## src/rtl/game_pkg.sv

```systemverilog
// Shared game types: the top-level FSM state encoding and sprite placement constants.
package game_pkg;

  typedef enum logic [2:0] {
    StMenu  = 3'd0,
    StPlay  = 3'd1,
    StPause = 3'd2,
    StClear = 3'd3,
    StWin   = 3'd4,
    StLose  = 3'd5
  } state_t;

  // Sprites start this many px in from the bottom (player) / top (enemy) edge.
  localparam int unsigned SpriteMargin = 32;

  function automatic int unsigned start_x(input int unsigned field_w);
    return field_w / 2;
  endfunction

endpackage

```

## src/rtl/game_axis_mover.sv

```systemverilog
// One sprite axis: signed step, clamp to 0..LIMIT, and a bounce flag when the clamp engaged.
module game_axis_mover #(
  parameter int unsigned POS_W = 10,
  parameter int unsigned LIMIT = 639
) (
  input  logic        [POS_W-1:0] pos,
  input  logic signed [POS_W+1:0] step,
  output logic        [POS_W-1:0] next_pos,
  output logic                    bounce
);

  localparam logic signed [POS_W+1:0] Lim = (POS_W+2)'(LIMIT);

  logic signed [POS_W+1:0] sum;

  always_comb begin
    sum      = $signed({2'b00, pos}) + step;
    next_pos = sum[POS_W-1:0];
    bounce   = 1'b0;
    if (sum < 0) begin
      next_pos = '0;
      bounce   = 1'b1;
    end else if (sum > Lim) begin
      next_pos = Lim[POS_W-1:0];
      bounce   = 1'b1;
    end
  end

endmodule

```

## src/rtl/game_core.sv

```systemverilog
// Registered game state: FSM, level, HP counters and sprite positions, advanced per frame_tick.
// Optional invulnerability frames after a player hit are built when GAME_IFRAME_EN is defined.
module game_core
  import game_pkg::*;
#(
  parameter int unsigned NUM_LEVELS      = 3,
  parameter int unsigned LVL_W           = (NUM_LEVELS > 1) ? $clog2(NUM_LEVELS) : 1,
  parameter int unsigned POS_W           = 10,
  parameter int unsigned FIELD_W         = 640,
  parameter int unsigned FIELD_H         = 480,
  parameter int unsigned HP_W            = 8,
  parameter int unsigned PLAYER_HP_INIT  = 5,
  parameter int unsigned ENEMY_HP_BASE   = 10,
  parameter int unsigned ENEMY_HP_STEP   = 5,
  parameter int unsigned PLAYER_STEP     = 4,
  parameter int unsigned ENEMY_STEP_BASE = 2,
  parameter int unsigned IFRAME_TICKS    = 30
) (
  input  logic             clk,
  input  logic             rst,
  input  logic             frame_tick,
  input  logic             enter,
  input  logic             pause,
  input  logic             up,
  input  logic             down,
  input  logic             left,
  input  logic             right,
  input  logic             player_hit,
  input  logic             enemy_hit,
  output state_t           state,
  output logic [LVL_W-1:0] level,
  output logic [HP_W-1:0]  player_hp,
  output logic [HP_W-1:0]  enemy_hp,
  output logic [POS_W-1:0] player_x,
  output logic [POS_W-1:0] player_y,
  output logic [POS_W-1:0] enemy_x,
  output logic [POS_W-1:0] enemy_y,
  output logic             player_invuln
);

  localparam logic [POS_W-1:0]        PlayerX0  = POS_W'(start_x(FIELD_W));
  localparam logic [POS_W-1:0]        PlayerY0  = POS_W'(FIELD_H - SpriteMargin);
  localparam logic [POS_W-1:0]        EnemyY0   = POS_W'(SpriteMargin);
  localparam logic [HP_W-1:0]         PlayerHp0 = HP_W'(PLAYER_HP_INIT);
  localparam logic [HP_W-1:0]         EnemyHp0  = HP_W'(ENEMY_HP_BASE);
  localparam logic [LVL_W-1:0]        LastLevel = LVL_W'(NUM_LEVELS - 1);
  localparam logic signed [POS_W+1:0] PStep     = (POS_W+2)'(PLAYER_STEP);

  state_t             state_q, state_d;
  logic [LVL_W-1:0]   level_q, level_d;
  logic [HP_W-1:0]    player_hp_q, player_hp_d, enemy_hp_q, enemy_hp_d;
  logic [POS_W-1:0]   player_x_q, player_x_d, player_y_q, player_y_d, enemy_x_q, enemy_x_d;
  logic               enemy_dir_q, enemy_dir_d;  // 1 = moving +x
  logic               enter_prev_q, pause_prev_q;
  logic               enter_rise, pause_rise, hit_p, reload_pos;

  logic signed [POS_W+1:0] px_step, py_step, ex_step, es_mag;
  logic [POS_W-1:0]        px_next, py_next, ex_next;
  logic                    ex_bounce, unused_px_bounce, unused_py_bounce;

`ifdef GAME_IFRAME_EN
  localparam int unsigned IfrW = $clog2(IFRAME_TICKS + 1);
  logic [IfrW-1:0] iframe_q, iframe_d;
  assign player_invuln = (iframe_q != '0);
`else
  localparam int unsigned unused_iframe_ticks = IFRAME_TICKS;
  assign player_invuln = 1'b0;
`endif

  always_comb begin
    px_step = '0;
    py_step = '0;
    if (right && !left) px_step = PStep;
    else if (left && !right) px_step = -PStep;
    if (down && !up) py_step = PStep;
    else if (up && !down) py_step = -PStep;
    es_mag  = (POS_W+2)'(ENEMY_STEP_BASE) + (POS_W+2)'(level_q);
    ex_step = enemy_dir_q ? es_mag : -es_mag;
  end

  game_axis_mover #(.POS_W(POS_W), .LIMIT(FIELD_W - 1)) u_player_x (
    .pos(player_x_q), .step(px_step), .next_pos(px_next), .bounce(unused_px_bounce)
  );
  game_axis_mover #(.POS_W(POS_W), .LIMIT(FIELD_H - 1)) u_player_y (
    .pos(player_y_q), .step(py_step), .next_pos(py_next), .bounce(unused_py_bounce)
  );
  game_axis_mover #(.POS_W(POS_W), .LIMIT(FIELD_W - 1)) u_enemy_x (
    .pos(enemy_x_q), .step(ex_step), .next_pos(ex_next), .bounce(ex_bounce)
  );

  always_comb begin
    state_d     = state_q;
    level_d     = level_q;
    player_hp_d = player_hp_q;
    enemy_hp_d  = enemy_hp_q;
    player_x_d  = player_x_q;
    player_y_d  = player_y_q;
    enemy_x_d   = enemy_x_q;
    enemy_dir_d = enemy_dir_q;
`ifdef GAME_IFRAME_EN
    iframe_d    = iframe_q;
`endif
    reload_pos  = 1'b0;
    hit_p       = player_hit;
    enter_rise  = enter & ~enter_prev_q;
    pause_rise  = pause & ~pause_prev_q;

    unique case (state_q)
      StMenu: if (enter_rise) begin
        state_d     = StPlay;
        level_d     = '0;
        player_hp_d = PlayerHp0;
        enemy_hp_d  = EnemyHp0;
        reload_pos  = 1'b1;
      end
      StPlay: begin
        if (frame_tick) begin
          player_x_d = px_next;
          player_y_d = py_next;
          enemy_x_d  = ex_next;
          if (ex_bounce) enemy_dir_d = ~enemy_dir_q;
`ifdef GAME_IFRAME_EN
          if (iframe_q != '0) begin
            iframe_d = iframe_q - 1'b1;
            hit_p    = 1'b0;
          end else if (player_hit) begin
            iframe_d = IfrW'(IFRAME_TICKS);
          end
`endif
          if (hit_p && player_hp_q != '0) player_hp_d = player_hp_q - 1'b1;
          if (enemy_hit && enemy_hp_q != '0) enemy_hp_d = enemy_hp_q - 1'b1;
          // End-of-round outcomes take priority over a simultaneous pause press.
          if (player_hp_d == '0) state_d = StLose;
          else if (enemy_hp_d == '0) state_d = (level_q == LastLevel) ? StWin : StClear;
          else if (pause_rise) state_d = StPause;
        end else if (pause_rise) begin
          state_d = StPause;
        end
      end
      StPause: if (pause_rise) state_d = StPlay;
      StClear: if (enter_rise) begin
        state_d    = StPlay;
        level_d    = level_q + 1'b1;
        enemy_hp_d = HP_W'(ENEMY_HP_BASE + ENEMY_HP_STEP * (int'(level_q) + 1));
        reload_pos = 1'b1;
      end
      StWin, StLose: if (enter_rise) begin
        state_d = StMenu;
`ifdef GAME_IFRAME_EN
        iframe_d = '0;
`endif
      end
      default: state_d = StMenu;
    endcase

    if (reload_pos) begin
      player_x_d  = PlayerX0;
      player_y_d  = PlayerY0;
      enemy_x_d   = PlayerX0;
      enemy_dir_d = 1'b1;
`ifdef GAME_IFRAME_EN
      iframe_d    = '0;
`endif
    end
  end

  always_ff @(posedge clk) begin
    if (rst) begin
      state_q      <= StMenu;
      level_q      <= '0;
      player_hp_q  <= PlayerHp0;
      enemy_hp_q   <= EnemyHp0;
      player_x_q   <= PlayerX0;
      player_y_q   <= PlayerY0;
      enemy_x_q    <= PlayerX0;
      enemy_dir_q  <= 1'b1;
      enter_prev_q <= 1'b1;
      pause_prev_q <= 1'b1;
`ifdef GAME_IFRAME_EN
      iframe_q     <= '0;
`endif
    end else begin
      state_q      <= state_d;
      level_q      <= level_d;
      player_hp_q  <= player_hp_d;
      enemy_hp_q   <= enemy_hp_d;
      player_x_q   <= player_x_d;
      player_y_q   <= player_y_d;
      enemy_x_q    <= enemy_x_d;
      enemy_dir_q  <= enemy_dir_d;
      enter_prev_q <= enter;
      pause_prev_q <= pause;
`ifdef GAME_IFRAME_EN
      iframe_q     <= iframe_d;
`endif
    end
  end

  assign state     = state_q;
  assign level     = level_q;
  assign player_hp = player_hp_q;
  assign enemy_hp  = enemy_hp_q;
  assign player_x  = player_x_q;
  assign player_y  = player_y_q;
  assign enemy_x   = enemy_x_q;
  assign enemy_y   = EnemyY0;

endmodule

```

## config.mk

```make
export PLATFORM = sky130hd
export DESIGN_NAME = game_core
export DESIGN_NICKNAME = d
export VERILOG_FILES = /design/src/rtl/game_pkg.sv /design/src/rtl/game_axis_mover.sv /design/src/rtl/game_core.sv
export SDC_FILE = /design/constraint.sdc
export NUM_CORES = 1
export LEC_CHECK = 0
export CORE_MARGIN = 2
export CORE_UTILIZATION = 25
export CTS_CLUSTER_DIAMETER = 120
export DETAILED_ROUTE_END_ITERATION = 16
export REMOVE_ABC_BUFFERS = 1
export SYNTH_ARGS = -nofsm -noshare
export SYNTH_HDL_FRONTEND = slang
export SYNTH_SLANG_ARGS = --single-unit
```

## constraint.sdc

```tcl
create_clock -name clk -period 4.12 [get_ports clk]
set_input_delay 1.03 -clock clk [delete_from_list [all_inputs] [get_ports clk]]
set_output_delay 1.03 -clock clk [all_outputs]
set_load 0.1 [all_outputs]
```

==> impl_metrics.json, run 1 <==
{
  "cp.arrival_ns": 3.99,
  "p_leak_uw": 0.00201,
  "ys_top_cells_by_area": "dfxtp_1 (24%), ha_1 (12%), a21oi_1 (4.7%), nor2_1 (4.7%), o21ai_0 (4.3%)",
  "ys_ff_latch": 52,
  "cts-htree-levels": 2,
  "seq_area_frac_synth_pct": 24.4,
  "finalHoldWorstSlack_ns": 0.478,
  "synth_area_mm2": 0.00426,
  "pwr_density_cell_mw_per_mm2": 255,
  "cp.required_ns": 4.31,
  "grt_first_pass_wirelength_mm": 19.2,
  "cts_buffers": 5,
  "regArea_mm2": 0.00104,
  "vias_per_cell": 4.97,
  "peakVddDrop_mv": 0.145,
  "grt_util_met2_pct": 20.9,
  "cts_hold_repair.buffers": 0,
  "cp_max_fo": 6,
  "grt_overflow": 0,
  "synth-main-ff-cell": "dfxtp_1",
  "maxClockFrequency_ghz": 0.264,
  "postSynth.asyncResetShare_pct": 0,
  "track_usage_pct": 12.9,
  "synth.most_common_cell": "nor2_1",
  "initial_core_util_pct": 25.6,
  "synth_edf_count": 0,
  "fillers": 1783,
  "cts_root_buf": "clkbuf_16",
  "hold_class": "reg2reg",
  "tritoncts": "done",
  "endpoint": "player_y[5]",
  "worst_pin_slew_ns": 1.02,
  "hold_violations": 0,
  "ant_nets": 0,
  "netlist_instances": 545,
  "use_met1_pct": 17.4,
  "clock_sinks": 52,
  "period_needed_ns": 3.79,
  "grt.busiest_layer": "met2",
  "setup_viol_count_final": 0,
  "die-area_mm2": 0.0181,
  "dieHeight_um": 135,
  "pre_cts_slack_ns": 0.0139,
  "vias": 4105,
  "critical_path_class": "in2reg",
  "use_met3_pct": 2.85,
  "min_path_cells": 2,
  "clock_skew_ns": 0.00456,
  "startpoint": "down",
  "cap_violations": 0,
  "die_w_um": 135,
  "antenna_found_initial": 0,
  "syn_avg_cell_area_um2": 7.81,
  "slew_headroom_pct": 31.6,
  "clockBufferDepth": 2,
  "finalCritPeriodShare_pct": 92.1,
  "multi_input_area_mm2": 0.00297,
  "r2r_cells": 12,
  "fin_ws_ns": 0.326,
  "r2r_setup_slack_ns": 0.50,
  "fin_setup_tns_ns": 0,
  "coreArea_mm2": 0.0166,
  "n_antenna_cell": 0,
  "synth.distinct_cells": 67,
  "drive_gt1_share_pct": 5.94,
  "critPathLaunchType": "primary input",
  "std_cell_rows": 47,
  "synth_area_leader_cell": "dfxtp_1",
  "syn_to_final_growth_pct": 23.8,
  "crit_path_end_kind": "register",
  "numPortBuffers": 61,
  "drtIter0Drc": 279,
  "nets": 661,
  "slew_violations": 0,
  "grt_pass1_vias": 3896,
  "wl_mm": 11.4,
  "synth_commonest_cells": "nor2_1 (53), dfxtp_1 (52), a21oi_1 (40), ha_1 (40), nand2_1 (39)",
  "rsz0062_at_grt": "no",
  "worstReg2RegStart": "level[0]",
  "status": "completed",
  "grt_start_max_net_pins": 25,
  "gp_congestion": 0.845,
  "io_pins": 73,
  "drtPass1Iterations": 5,
  "synth_top_cell_area_share_pct": 24.4,
  "yosysWarnings": 0,
  "fin_util_pct": 31.7,
  "drt-wirelength-per-cell_um": 13.8,
  "drc": 0,
  "path_clk_slew_ns": 0.07,
  "clkLatencyLatePin_ns": 0.30,
  "rr_endpoint": "enemy_x[6]",
  "dp.final_hpwl_mm": 8.55
}
[cells by family (layout without fill, tap and decap cells)]
| logic type | Yosys count | in the layout | share of synthesized area [%] |
|---|---|---|---|
| mux | 8 | 8 | 1.88 |
| compound gates | 178 | 178 | 28.0 |
| xor+xnor | 23 | 23 | 4.73 |
| flops | 52 | 52 | 24.4 |
| simple gates | 181 | 181 | 20.9 |
| buf+inv | 58 | 110 | 6.70 |
| fa+ha+maj | 43 | 43 | 13.2 |
| other cells | 2 | 11 | 0.176 |
[worst min-delay path by stage]
stage | start | to | slack [ns]
2_1_floorplan | pause_prev_q | state[0] | 0.58
3_3_place_gp | enemy_x[0] | enemy_x[0] | 0.46
4_1_cts | enemy_x[0] | enemy_x[0] | 0.48
6_report | enemy_x[0] | enemy_x[0] | 0.48
3_5_place_dp | enemy_x[0] | enemy_x[0] | 0.47
5_1_grt | enemy_x[0] | enemy_x[0] | 0.51
[timing repair]
item	CTS	global route
setup buffers	0	0
setup endpoints to repair	0	1
gates resized for setup	0	1
[cell usage in the layout (no fill, tap or decap), types with 6 or more instances in the layout]
| cell | synthesis | routed |
|---|---|---|
| clkdlybuf4s50_1 | 0 | 60 |
| nor2_1 | 53 | 53 |
| dfxtp_1 | 52 | 52 |
| a21oi_1 | 40 | 40 |
| ha_1 | 40 | 40 |
| nand2_1 | 39 | 39 |
| o21ai_0 | 37 | 37 |
| inv_1 | 26 | 26 |
| nand3_1 | 20 | 20 |
| buf_4 | 14 | 18 |
| xnor2_1 | 14 | 14 |
| nor3_1 | 13 | 13 |
| a21o_1 | 12 | 12 |
| conb_1 | 2 | 11 |
| xor2_1 | 9 | 9 |
| mux2i_1 | 8 | 8 |
| nand2b_1 | 8 | 8 |
| a31oi_1 | 8 | 8 |
| nor2b_1 | 7 | 7 |
| nor4_1 | 6 | 6 |
| o21a_1 | 6 | 6 |
| a211oi_1 | 6 | 6 |
| o211ai_1 | 6 | 6 |
[per-stage QoR]
step | cells | total power, uW | instance area (um2)
floorplan | 522 | 794 | 4110
global placement | 820 | 883 | 5120
detailed placement | 820 | 883 | 5120
CTS | 826 | 1360 | 5270
global route | 826 | 1410 | 5270
finish | 826 | 1350 | 5270
[sequential cells by signal, summed over array words and instances (netlist names)]
register / count
enemy_x: 10
player_x: 9
player_y: 9
enemy_hp: 8
player_hp: 8
state: 3
level: 2
enemy_dir_q: 1
enter_prev_q: 1
pause_prev_q: 1
[report_power, final]
group	internal (uW)	switching [uW]	total, uW
Combinational	104	245	349
Clock	281	193	474
Sequential	513	10.8	524
[final cells by class]
class	instances	share of cell area (%)
Inverter	26	1.85
Clock inverter	1	0.570
Tap cell	220	5.22
Timing Repair Buffer	78	14.0
Clock buffer	5	2.37
Sequential cell	52	19.7
Multi-Input combinational cell	444	56.3
[worst max-delay path: stages]
cell	delay, ns
clkdlybuf4s50_1	0.45
inv_1	0.04
ha_1	0.26
inv_1	0.06
ha_1	0.15
inv_1	0.05
fa_1	0.37
nand2b_1	0.19
a21oi_1	0.23
o22a_1	0.20
nand4_1	0.10
o21ai_1	0.38
a31oi_1	0.23
a31o_2	0.24
[layer usage]
layer,vias up,wire (um)
met1,1885,5560
met2,102,5080
met4,0,139
met3,15,630
met5,-,0
li1,2103,-
Power figures use the tool's default switching activity.
==> inputs of run 2 (changes only) <==
Settings changed: GPL_TIMING_DRIVEN from default to 0.
==> impl_metrics.json, run 2 (same netlist as run 1, synthesis figures left out) <==
{
  "setup_viol_count_final": 0,
  "status": "completed",
  "use_met1_pct": 17.3,
  "critPathLaunchType": "primary input",
  "numPortBuffers": 61,
  "period_needed_ns": 3.85,
  "vias": 4076,
  "finalCritPeriodShare_pct": 93.5,
  "cts_root_buf": "clkbuf_16",
  "final_common_cell": "clkdlybuf4s50_1",
  "coreArea_mm2": 0.0166,
  "dpl.cell_count": 804,
  "worstReg2RegStart": "level[0]",
  "cap_violations": 0,
  "dp.final_hpwl_mm": 8.18,
  "wl_mm": 11.2,
  "gp_congestion": 0.855,
  "pwr_density_cell_mw_per_mm2": 280,
  "ant_nets": 0,
  "cp.arrival_ns": 4.04,
  "cts_hold_repair.buffers": 0,
  "rr_endpoint": "enemy_x[6]",
  "use_met3_pct": 2.63,
  "peakVddDrop_mv": 0.185,
  "r2r_setup_slack_ns": 0.42,
  "slew_violations": 0,
  "p_sw_uw": 453,
  "grt_pass1_vias": 3812,
  "grt_first_pass_wirelength_mm": 18.9,
  "r2r_cells": 11,
  "cts-htree-levels": 2,
  "hold_violations": 0,
  "antenna_found_initial": 0,
  "min_to": "enemy_x[9]",
  "nets": 645,
  "tritoncts": "done",
  "min_path_cells": 2,
  "io_pins": 73,
  "rsz0062_at_grt": "no",
  "fin_ws_ns": 0.268,
  "drtIter0Drc": 210,
  "track_usage_pct": 12.6,
  "final_cell_mix": "clkdlybuf4s50_1 (61), nor2_1 (52), dfxtp_1 (52), a21oi_1 (40), nand2_1 (39)",
  "clock_skew_ns": 0.00397,
  "die_w_um": 135,
  "fin_util_pct": 31.6,
  "std_cell_rows": 47,
  "p_total_uw": 1470,
  "power_frac_comb_pct": 23.0,
  "clkLatencyLatePin_ns": 0.29,
  "n_antenna_cell": 0,
  "dieHeight_um": 135,
  "cts_buffers": 5,
  "clock_sinks": 52,
  "clkPwrFrac_pct": 41.3,
  "cp_max_fo": 13,
  "hold_class": "reg2reg",
  "drtPass1Iterations": 4,
  "drive_gt1_share_pct": 4.73,
  "pre_cts_slack_ns": -0.245,
  "maxClockFrequency_ghz": 0.260,
  "grt_util_met2_pct": 20.6,
  "cp.required_ns": 4.30,
  "vias_per_cell": 5.02,
  "clockBufferDepth": 2,
  "grt.busiest_layer": "met2",
  "worst_pin_slew_ns": 1.08,
  "crit_path_end_kind": "register",
  "grt_overflow": 0,
  "swShare_pct": 30.8,
  "drc": 0,
  "postCtsSetupRepairBufs": 0,
  "p_leak_uw": 0.00197,
  "min_from": "enemy_x[9]",
  "grt_start_max_net_pins": 36,
  "intPower_uw": 1020,
  "path_clk_slew_ns": 0.07,
  "die-area_mm2": 0.0181,
  "critical_path_class": "in2reg",
  "cts_resized": 0,
  "sequentialPowerShare_pct": 35.8,
  "syn_to_final_growth_pct": 23.6,
  "initial_core_util_pct": 25.6,
  "fin_cells": 812,
  "drt-wirelength-per-cell_um": 13.8,
  "largest_reg_flops": 10,
  "slew_headroom_pct": 28.1,
  "finalHoldWorstSlack_ns": 0.483
}
## run 2: changes by cell type in the layout (fill, tap and decap cells not counted), moves of 2 or more
cell	previous run	this run
buf_4	18	0
bufinv_16	1	3
ha_1	40	38
ha_2	0	2
## run 2: how the worst max path moves through the flow
stage              from     endpoint  slack [ns]  cells after the start
2_1_floorplan  level[0]   enemy_x[7]         0.1                     11
3_3_place_gp       left  player_x[0]       -0.33                     10
3_5_place_dp       left  player_x[0]       -0.25                     10
4_1_cts            left  player_x[0]        0.03                     10
5_1_grt            down  player_y[6]        0.01                     14
6_report             up  player_y[6]        0.27                     11
## run 2: power groups by stage
stage / Clock (uW) / Combinational (uW) / Sequential (uW)
2_1_floorplan: 0 / 186 / 608
3_3_place_gp: 0 / 331 / 538
4_1_cts: 629 / 336 / 526
6_report: 607 / 338 / 526
5_1_grt: 648 / 368 / 528
3_5_place_dp: 0 / 334 / 538
## run 2: cell type report
type | instances | area (um2)
clock buffer | 5 | 125
clock inverter | 3 | 90.1
fill | 1779 | 11400
inverter | 26 | 97.6
multi-input combinational | 444 | 3000
sequential | 52 | 1040
tap | 220 | 275
timing repair buffer | 62 | 638
## run 2: stage by stage
| step | setup TNS [ns] | instance area, um2 |
|---|---|---|
| 3_5_place_dp | -2.40 | 5030 |
| 4_1_cts | 0 | 5240 |
| 2_1_floorplan | 0 | 4110 |
| 6_report | 0 | 5260 |
| 3_3_place_gp | -2.72 | 4990 |
| 5_1_grt | 0 | 5260 |
## run 2: worst max-delay path, stage by stage
cell	delay, ns
clkdlybuf4s50_1	0.47
ha_2	0.35
inv_1	0.13
fa_1	0.42
nand2b_1	0.19
a21oi_1	0.23
o311a_1	0.22
o21a_1	0.15
mux2i_1	0.17
or3_1	0.34
a221o_1	0.32
## run 2: metal layers
metal / wire (um) / vias to the layer above
met4: 57 / 0
met1: 5460 / 1905
met5: 0 / -
met2: 5060 / 89
li1: - / 2077
met3: 600 / 5
